<file path="config.mk">
export PLATFORM = sky130hd
export DESIGN_NAME = aes_gcm_issue_scheduler
export DESIGN_NICKNAME = d
export VERILOG_FILES = /design/src/rtl/aes_gcm_issue_scheduler.sv
export SDC_FILE = /design/constraint.sdc
export NUM_CORES = 2
export LEC_CHECK = 0
export CORE_AREA = 4 4 475 477
export CTS_CLUSTER_SIZE = 16
export DETAILED_ROUTE_END_ITERATION = 8
export DIE_AREA = 0 0 479 481
export PLACE_DENSITY_LB_ADDON = 0.2
export SLEW_MARGIN = 30
export SYNTH_ARGS = -nofsm -noshare
export SYNTH_HDL_FRONTEND = slang
export SYNTH_SLANG_ARGS = --single-unit
</file>
<file path="constraint.sdc">
create_clock -name clk -period 32.8 [get_ports clk]
set_input_delay 6.56 -clock clk [delete_from_list [all_inputs] [get_ports clk]]
set_output_delay 6.56 -clock clk [all_outputs]
set_load 0.01 [all_outputs]
</file>
<file path="src/rtl/aes_gcm_issue_scheduler.sv">
// ---------------------------------------------------------------------------
// aes_gcm_issue_scheduler
//
// Front-end sequencer for the AES-GCM pipeline. Accepts one GCM instance at
// a time and turns it into a stream of pipeline beats, in this order:
//   HJ0 beat -> AAD beats -> PT beats (with counter blocks) -> LEN beat.
// This block is the only writer of the first pipeline stage inputs.
//
// Parameters
//   CNT_W            width of the block counts (1..57 so bit lengths fit 64b)
//
// Ports
//   clk, rst         pipeline clock, asynchronous active-high reset
//   i_start          instance request valid
//   o_start_ready    high only in IDLE; accept = i_start && o_start_ready
//   i_j0             pre-counter block J0, sampled on accept
//   i_aad_blocks     number of 128-bit AAD blocks, sampled on accept
//   i_pt_blocks      number of 128-bit plaintext blocks, sampled on accept
//   i_aad/_valid     AAD block source, o_aad_ready high only in AAD state
//   i_pt/_valid      plaintext block source, o_pt_ready high only in PT state
//   o_valid          a pipeline beat is present this cycle
//   o_phase          0 bubble, 1 HJ0, 2 AAD, 3 PT, 4 LEN
//   o_h              hash-subkey seed (all-zero)
//   o_encrypted_j0   latched J0, held for the whole instance
//   o_encrypted_cb   counter block on PT beats, 0 otherwise
//   o_aad            AAD data on AAD beats, length block on LEN beat
//   o_plain_text     plaintext on PT beats
//   o_instance_size  {aad_bits, pt_bits}, held for the whole instance
//   o_busy           state is not IDLE
//   o_done           one-cycle pulse coincident with the LEN beat
// ---------------------------------------------------------------------------
module aes_gcm_issue_scheduler #(
  parameter int CNT_W = 32
) (
  input  logic             clk,
  input  logic             rst,
  input  logic             i_start,
  output logic             o_start_ready,
  input  logic [127:0]     i_j0,
  input  logic [CNT_W-1:0] i_aad_blocks,
  input  logic [CNT_W-1:0] i_pt_blocks,
  input  logic [127:0]     i_aad,
  input  logic             i_aad_valid,
  output logic             o_aad_ready,
  input  logic [127:0]     i_pt,
  input  logic             i_pt_valid,
  output logic             o_pt_ready,
  output logic             o_valid,
  output logic [2:0]       o_phase,
  output logic [127:0]     o_h,
  output logic [127:0]     o_encrypted_j0,
  output logic [127:0]     o_encrypted_cb,
  output logic [127:0]     o_aad,
  output logic [127:0]     o_plain_text,
  output logic [127:0]     o_instance_size,
  output logic             o_busy,
  output logic             o_done
);

  typedef enum logic [2:0] {
    S_IDLE = 3'd0,
    S_HJ0  = 3'd1,
    S_AAD  = 3'd2,
    S_PT   = 3'd3,
    S_LEN  = 3'd4
  } state_t;

  localparam logic [2:0] PH_BUBBLE = 3'd0;
  localparam logic [2:0] PH_HJ0    = 3'd1;
  localparam logic [2:0] PH_AAD    = 3'd2;
  localparam logic [2:0] PH_PT     = 3'd3;
  localparam logic [2:0] PH_LEN    = 3'd4;

  state_t             r_state;
  logic [CNT_W-1:0]   r_aad_left;
  logic [CNT_W-1:0]   r_pt_left;
  logic [127:0]       r_cb;

  logic [63:0]        w_aad_bits;
  logic [63:0]        w_pt_bits;

  // GCM inc32: only the rightmost 32 bits count, wrapping without carrying
  // into the fixed 96-bit prefix.
  function automatic logic [127:0] inc32(input logic [127:0] b);
    return {b[127:32], b[31:0] + 32'd1};
  endfunction

  // Bit lengths are block counts times 128, zero-extended to 64 bits.
  assign w_aad_bits = 64'(i_aad_blocks) << 7;
  assign w_pt_bits  = 64'(i_pt_blocks) << 7;

  // Handshake readies and busy come straight from the state register so no
  // input can ripple combinationally to an output.
  assign o_start_ready = (r_state == S_IDLE);
  assign o_aad_ready   = (r_state == S_AAD);
  assign o_pt_ready    = (r_state == S_PT);
  assign o_busy        = (r_state != S_IDLE);

  // Single sequencer: every beat output is registered here. Per-beat fields
  // default to a bubble each cycle; J0 and instance size are only written on
  // accept so they stay held across bubbles for the whole instance.
  always_ff @(posedge clk or posedge rst) begin
    if (rst) begin
      r_state         <= S_IDLE;
      r_aad_left      <= '0;
      r_pt_left       <= '0;
      r_cb            <= '0;
      o_valid         <= 1'b0;
      o_phase         <= PH_BUBBLE;
      o_h             <= '0;
      o_encrypted_j0  <= '0;
      o_encrypted_cb  <= '0;
      o_aad           <= '0;
      o_plain_text    <= '0;
      o_instance_size <= '0;
      o_done          <= 1'b0;
    end else begin
      o_valid        <= 1'b0;
      o_phase        <= PH_BUBBLE;
      o_h            <= '0;
      o_encrypted_cb <= '0;
      o_aad          <= '0;
      o_plain_text   <= '0;
      o_done         <= 1'b0;

      case (r_state)
        S_IDLE: begin
          if (i_start) begin
            o_encrypted_j0  <= i_j0;
            o_instance_size <= {w_aad_bits, w_pt_bits};
            r_cb            <= inc32(i_j0);
            r_aad_left      <= i_aad_blocks;
            r_pt_left       <= i_pt_blocks;
            r_state         <= S_HJ0;
          end
        end

        S_HJ0: begin
          o_valid <= 1'b1;
          o_phase <= PH_HJ0;
          if (r_aad_left != '0)
            r_state <= S_AAD;
          else if (r_pt_left != '0)
            r_state <= S_PT;
          else
            r_state <= S_LEN;
        end

        S_AAD: begin
          if (i_aad_valid) begin
            o_valid    <= 1'b1;
            o_phase    <= PH_AAD;
            o_aad      <= i_aad;
            r_aad_left <= r_aad_left - CNT_W'(1);
            if (r_aad_left == CNT_W'(1))
              r_state <= (r_pt_left != '0) ? S_PT : S_LEN;
          end
        end

        S_PT: begin
          if (i_pt_valid) begin
            o_valid        <= 1'b1;
            o_phase        <= PH_PT;
            o_plain_text   <= i_pt;
            o_encrypted_cb <= r_cb;
            r_cb           <= inc32(r_cb);
            r_pt_left      <= r_pt_left - CNT_W'(1);
            if (r_pt_left == CNT_W'(1))
              r_state <= S_LEN;
          end
        end

        S_LEN: begin
          o_valid <= 1'b1;
          o_phase <= PH_LEN;
          o_aad   <= o_instance_size;
          o_done  <= 1'b1;
          r_state <= S_IDLE;
        end

        default: r_state <= S_IDLE;
      endcase
    end
  end

endmodule

</file>
# After elaboration in Yosys (flattened, before gate mapping)
# Cells that the tools add are included.
[classes] n_addsub=4 bitwise=1 n_div=0 multipliers=0 n_reduce_logical=12 n_shift=0 n_eq_ne=11 mux=30 n_lt_le_gt_ge=0
[ops] op="$mux 128" count=6
[ops] op="$pmux 128 s2" count=2
[ops] op="$mux 32" count=5
[ops] op="$pmux 32 s2" count=2
[ops] op="$add 32x1->32 const B" count=2
[ops] op="$eq 32x1->1 const B" count=2
[ops] op="$reduce_bool 32->1" count=2
[ops] op="$sub 32x1->32 const B" count=2
[ops] op="$pmux 3 s4" count=2
[ops] op="$mux 3" count=7
[ops] op="$reduce_and 3->1" count=3
[ops] op="$eq 3x2->1 const B" count=2
[ops] op="$ne 2x2->1 const B" count=3
[ops] op="$reduce_and 5->1" count=1
[ops] op="$mux 2" count=2
[ops] op="$ne 2x1->1 const B" count=2
[ops] op="$reduce_bool 2->1" count=2
[ops] op="$eq 3x1->1 const B" count=1
[ops] op="$eq 3x3->1 const B" count=1
[ops] op="$logic_not 3->1" count=1
[ops] op="$mux 1" count=3
[ops] op="$pmux 1 s3" count=1
[ops] op="$reduce_bool 3->1" count=1
[ops] op="$reduce_and 2->1" count=1
[ops] op="other kinds (2)" count=2
[totals] word_cells=71 inputBits=453 romBits=0 latch_bits=0 memories=0 out_inout_bits=777 mem_bits_rw=0 register_bits=776

# Depth between registers and ports, before layout
[depth] ltp_word=5 ltp_mapped=16 mapped_depth_nobuf=11

# Least setup slack after synthesis
# No wires, ideal clock.
[synth_path] path_kind="input port to flip-flop" from="in i_j0[16]" to="reg r_cb[31]" required_time_ps=32706 setup_ps=94 path_buffers=1 path_slack_ps=24275 arrival_time_ps=8431 cell_stages=7 cell_sequence="clkbuf_1 -> nand3_1 -> or4b_1 -> a222oi_1 -> nand4_1 -> mux2_2 -> a221oi_2"
[synth_between] elab_chain_cells=3
[synth_rtl] element="start, declared" line="39" rtl="input logic [127:0] i_j0,"
[synth_rtl] element="$add 32x1->32" line="85" rtl="return {b[127:32], b[31:0] + 32'd1};"
[synth_rtl] element="$mux 128" line="128" rtl="if (i_start) begin"
[synth_rtl] element="$pmux 128 s2" line="126" rtl="case (r_state)"
[synth_rtl] element="end signal, assigned" line="131" rtl="r_cb <= inc32(i_j0);"
[synth_rtl] element="end signal, assigned" line="166" rtl="r_cb <= inc32(r_cb);"
[synth_rtl] element="end, declared" line="77" rtl="logic [127:0] r_cb;"
# No other way between the ends. The select of a mux whose other input is x is not followed.
# A chain may end at the register's enable or synchronous reset.

# Final worst setup path
[layout_path] from="reg r_state[1]" to="out o_aad_ready"
[layout_between] elab_chain_cells=1
[layout_rtl] element="start, declared" line="74" rtl="state_t r_state;"
[layout_rtl] element="start signal, assigned" line="156" rtl="r_state <= (r_pt_left != '0) ? S_PT : S_LEN;"
[layout_rtl] element="$eq 3x2->1" line="95" rtl="assign o_aad_ready = (r_state == S_AAD);"
[layout_rtl] element="end, declared" line="44" rtl="output logic o_aad_ready,"
# No other way between the ends.

==> impl_metrics.json <==
{
  "status": "finished, final reports clean",
  "yosysSeqAreaShare_pct": 61.4,
  "finalSetupTns_ns": 0,
  "cts_sinks": 776,
  "grt_remaining_overflow": 0,
  "crit_required_ns": 26.24,
  "coreArea_mm2": 0.221,
  "synthArstFlopShare_pct": 100,
  "area_growth_pct": 52.0,
  "cts_setup_buffers": 0,
  "num-fill-cells": 24223,
  "nets": 4533,
  "grt_pass1_wl_mm": 217,
  "holdBufCountCts": 0,
  "r2r_slack_ns": 28.39,
  "synth.top_cell.area_share_pct": 61.4,
  "skew_ns": 0.0753,
  "drive_gt1_share_pct": 5.48,
  "placementRows": 173,
  "critPathArrivalTime_ns": 3.48,
  "dieWidth_um": 479,
  "synth_area_leaders": "dfrtp_1 61%, nand2_1 10%, and3_1 6.5%",
  "whs_ns": 0.464,
  "synth_edf_count": 0,
  "hold_viol": 0,
  "antenna_found_initial": 48,
  "grt_start_max_net_pins": 160,
  "h-tree-depth": 3,
  "synth_seq_cells": 776,
  "yosys_warnings": 0,
  "finalCritPeriodShare_pct": 30.6,
  "via_count": 26443,
  "cts.repair.resized": 0,
  "critPathCaptureType": "output port",
  "clk_pin_slew_worst_paths_ns": 0.06,
  "fp.dieArea_mm2": 0.230,
  "cts_root_buffer": "clkbuf_16",
  "ys_types": 78,
  "drtIter0Drc": 1372,
  "syn_avg_cell_area_um2": 10.2,
  "clk_latency_ns": 0.76,
  "start_kind": "flop",
  "grt_usage_pct": 13.1,
  "hpwl_mm": 118,
  "whs_path_depth": 2,
  "start_util_pct": 14.3,
  "drv_slew": 0,
  "ir_drop_mv": 0.0433,
  "min_path_type": "flop to flop",
  "cts_made_buffers": 98,
  "period_needed_ns": 10.04,
  "synth_ff_type": "dfrtp_1",
  "gp_congestion": 0.813,
  "io_pins": 1230,
  "cts_tree": "yes",
  "clockBufferDepth": 3,
  "setup_viol": 0,
  "r2r_cells": 8,
  "fin_area_mm2": 0.0480,
  "portBuffers": 1037,
  "firstDrtPassIters": 7,
  "post_drt_wl_per_cell_um": 22.0,
  "powerDensity_mw_per_mm2": 83.3,
  "syn_inst": 3100,
  "vias_per_cell": 3.68,
  "synth_top_cell_by_area": "dfrtp_1",
  "syn_area_mm2": 0.0316,
  "die_h_um": 481,
  "leakage_nw": 22.4,
  "drc": 0,
  "max_freq_mhz": 99.6,
  "place_area_mm2": 0.0446,
  "detail-route-antenna-nets": 0,
  "wirelength_mm": 158,
  "slew_headroom_pct": 37.9,
  "rsz0062_at_grt": "false",
  "fin_util_pct": 21.7,
  "cp_max_fo": 40,
  "tightest_slew_ns": 0.930,
  "grt_pass1_vias": 27013,
  "crit_type": "flop to output port",
  "total_power_w": 0.00400,
  "maxCapViolCount": 0
}
[state kept, by name, summed over array words and instances (netlist names)]
| name | cells |
|---|---|
| o_encrypted_cb | 128 |
| r_aad_left | 32 |
| o_phase | 3 |
| r_cb | 128 |
| r_pt_left | 32 |
| o_valid | 1 |
| o_instance_size | 64 |
| o_aad | 128 |
| r_state | 3 |
| o_done | 1 |
| o_plain_text | 128 |
| o_encrypted_j0 | 128 |
[cell families (layout without fill, tap and decap cells)]
group	count (synthesis)	after routing	synth area share, %
xor gates and xnor gates	1	1	0.0277
buffers and inverters	419	1285	7.28
other	1	242	0.0119
adders and majority gates	6	6	0.238
and+or+nand+nor	1469	1469	21.5
DFF	776	776	61.4
AOI/OAI and AO/OA	407	407	8.78
muxes	21	21	0.693
[cells in the final DEF, fill, tap and decap left out, types with 32 or more instances in the layout]
cell type	count
clkbuf_1	35
clkbuf_16	98
nor2_1	103
a22o_1	69
nand2_1	860
a21oi_1	98
diode_2	50
conb_1	192
buf_4	32
nand3_1	35
clkdlybuf4s50_1	1035
dfrtp_1	776
and3_1	329
o21ai_0	85
[worst paths after layout]
| path | from | endpoint |
|---|---|---|
| max in group asynchronous | rst | o_encrypted_cb[126]$_DFF_PP0_ |
| max reg2reg | r_state[1]$_DFFE_PP0P_ | r_cb[26]$_DFFE_PP0P_ |
| min reg2reg | r_cb[92]$_DFFE_PP0P_ | r_cb[92]$_DFFE_PP0P_ |
| min | r_cb[92]$_DFFE_PP0P_ | r_cb[92]$_DFFE_PP0P_ |
| max | r_state[1]$_DFFE_PP0P_ | o_aad_ready |
| min in group asynchronous | rst | o_aad[36]$_DFF_PP0_ |
[synth_stat cells, types with 5 or more instances]
| cell | instances |
|---|---|
| and4_1 | 5 |
| and3_1 | 329 |
| a21o_1 | 5 |
| o211ai_1 | 12 |
| a22o_1 | 69 |
| o21a_1 | 6 |
| nor2_1 | 104 |
| clkbuf_1 | 183 |
| a311o_1 | 5 |
| a211oi_1 | 5 |
| or3_1 | 12 |
| nor3_1 | 29 |
| and2_1 | 12 |
| o21ai_0 | 85 |
| dfrtp_1 | 776 |
| o22ai_1 | 12 |
| a21oi_1 | 100 |
| nand2_1 | 861 |
| mux2i_1 | 14 |
| o311ai_0 | 5 |
| nor4_1 | 11 |
| o22a_1 | 11 |
| or4_1 | 14 |
| a31oi_1 | 22 |
| a2bb2oi_1 | 6 |
| mux2_2 | 7 |
| or2_2 | 6 |
| a22oi_1 | 8 |
| nand3_1 | 35 |
| buf_4 | 192 |
| nand2b_1 | 5 |
| buf_1 | 16 |
| inv_1 | 23 |
| o32ai_1 | 5 |
| nand4_1 | 20 |
| ha_1 | 6 |
[per-stage QoR]
step                setup slack [ns]  cells
global route                   22.45   7171
detailed placement             22.23   6947
floorplan                       4.46   3291
finish                         22.76   7182
CTS                            22.54   7130
global placement               22.30   6946
[per-layer routing]
layer  up-vias  share of wire (%)  global-route usage [%]
li1      12109                  -                       -
met1     13041                 40                    15.2
met2      1033                 48                    21.9
met3       220                8.4                    4.85
met4        40                3.4                    4.81
met5         -               0.15                       0
[power breakdown]
| part | internal [W] | leakage [nW] | total [W] | switching (W) |
|---|---|---|---|---|
| clock | 0.000617 | 1.57 | 0.00108 | 0.000466 |
| combinational | 0.000610 | 10.7 | 0.00144 | 0.000827 |
| sequential | 0.00126 | 10.1 | 0.00148 | 0.000225 |
[final cells by class]
type / count / area (um^2) / share of cell area [%]
antenna: 50 / 125 / 0.260
inverter: 24 / 111 / 0.232
timing repair buffer: 1078 / 10800 / 22.5
multi-input combinational: 2096 / 10600 / 22.2
clock buffer: 155 / 2890 / 6.01
sequential: 776 / 19400 / 40.4
clock inverter: 28 / 334 / 0.695
tap: 2975 / 3720 / 7.75
[worst max-delay path, stage by stage (launching register included)]
cell and delay (ns):
dfrtp_1 0.57, or3b_2 0.28, buf_4 0.40, clkinv_2 0.72, clkdlybuf4s50_1 0.74
No activity file was read; power rests on OpenSTA's default activity.
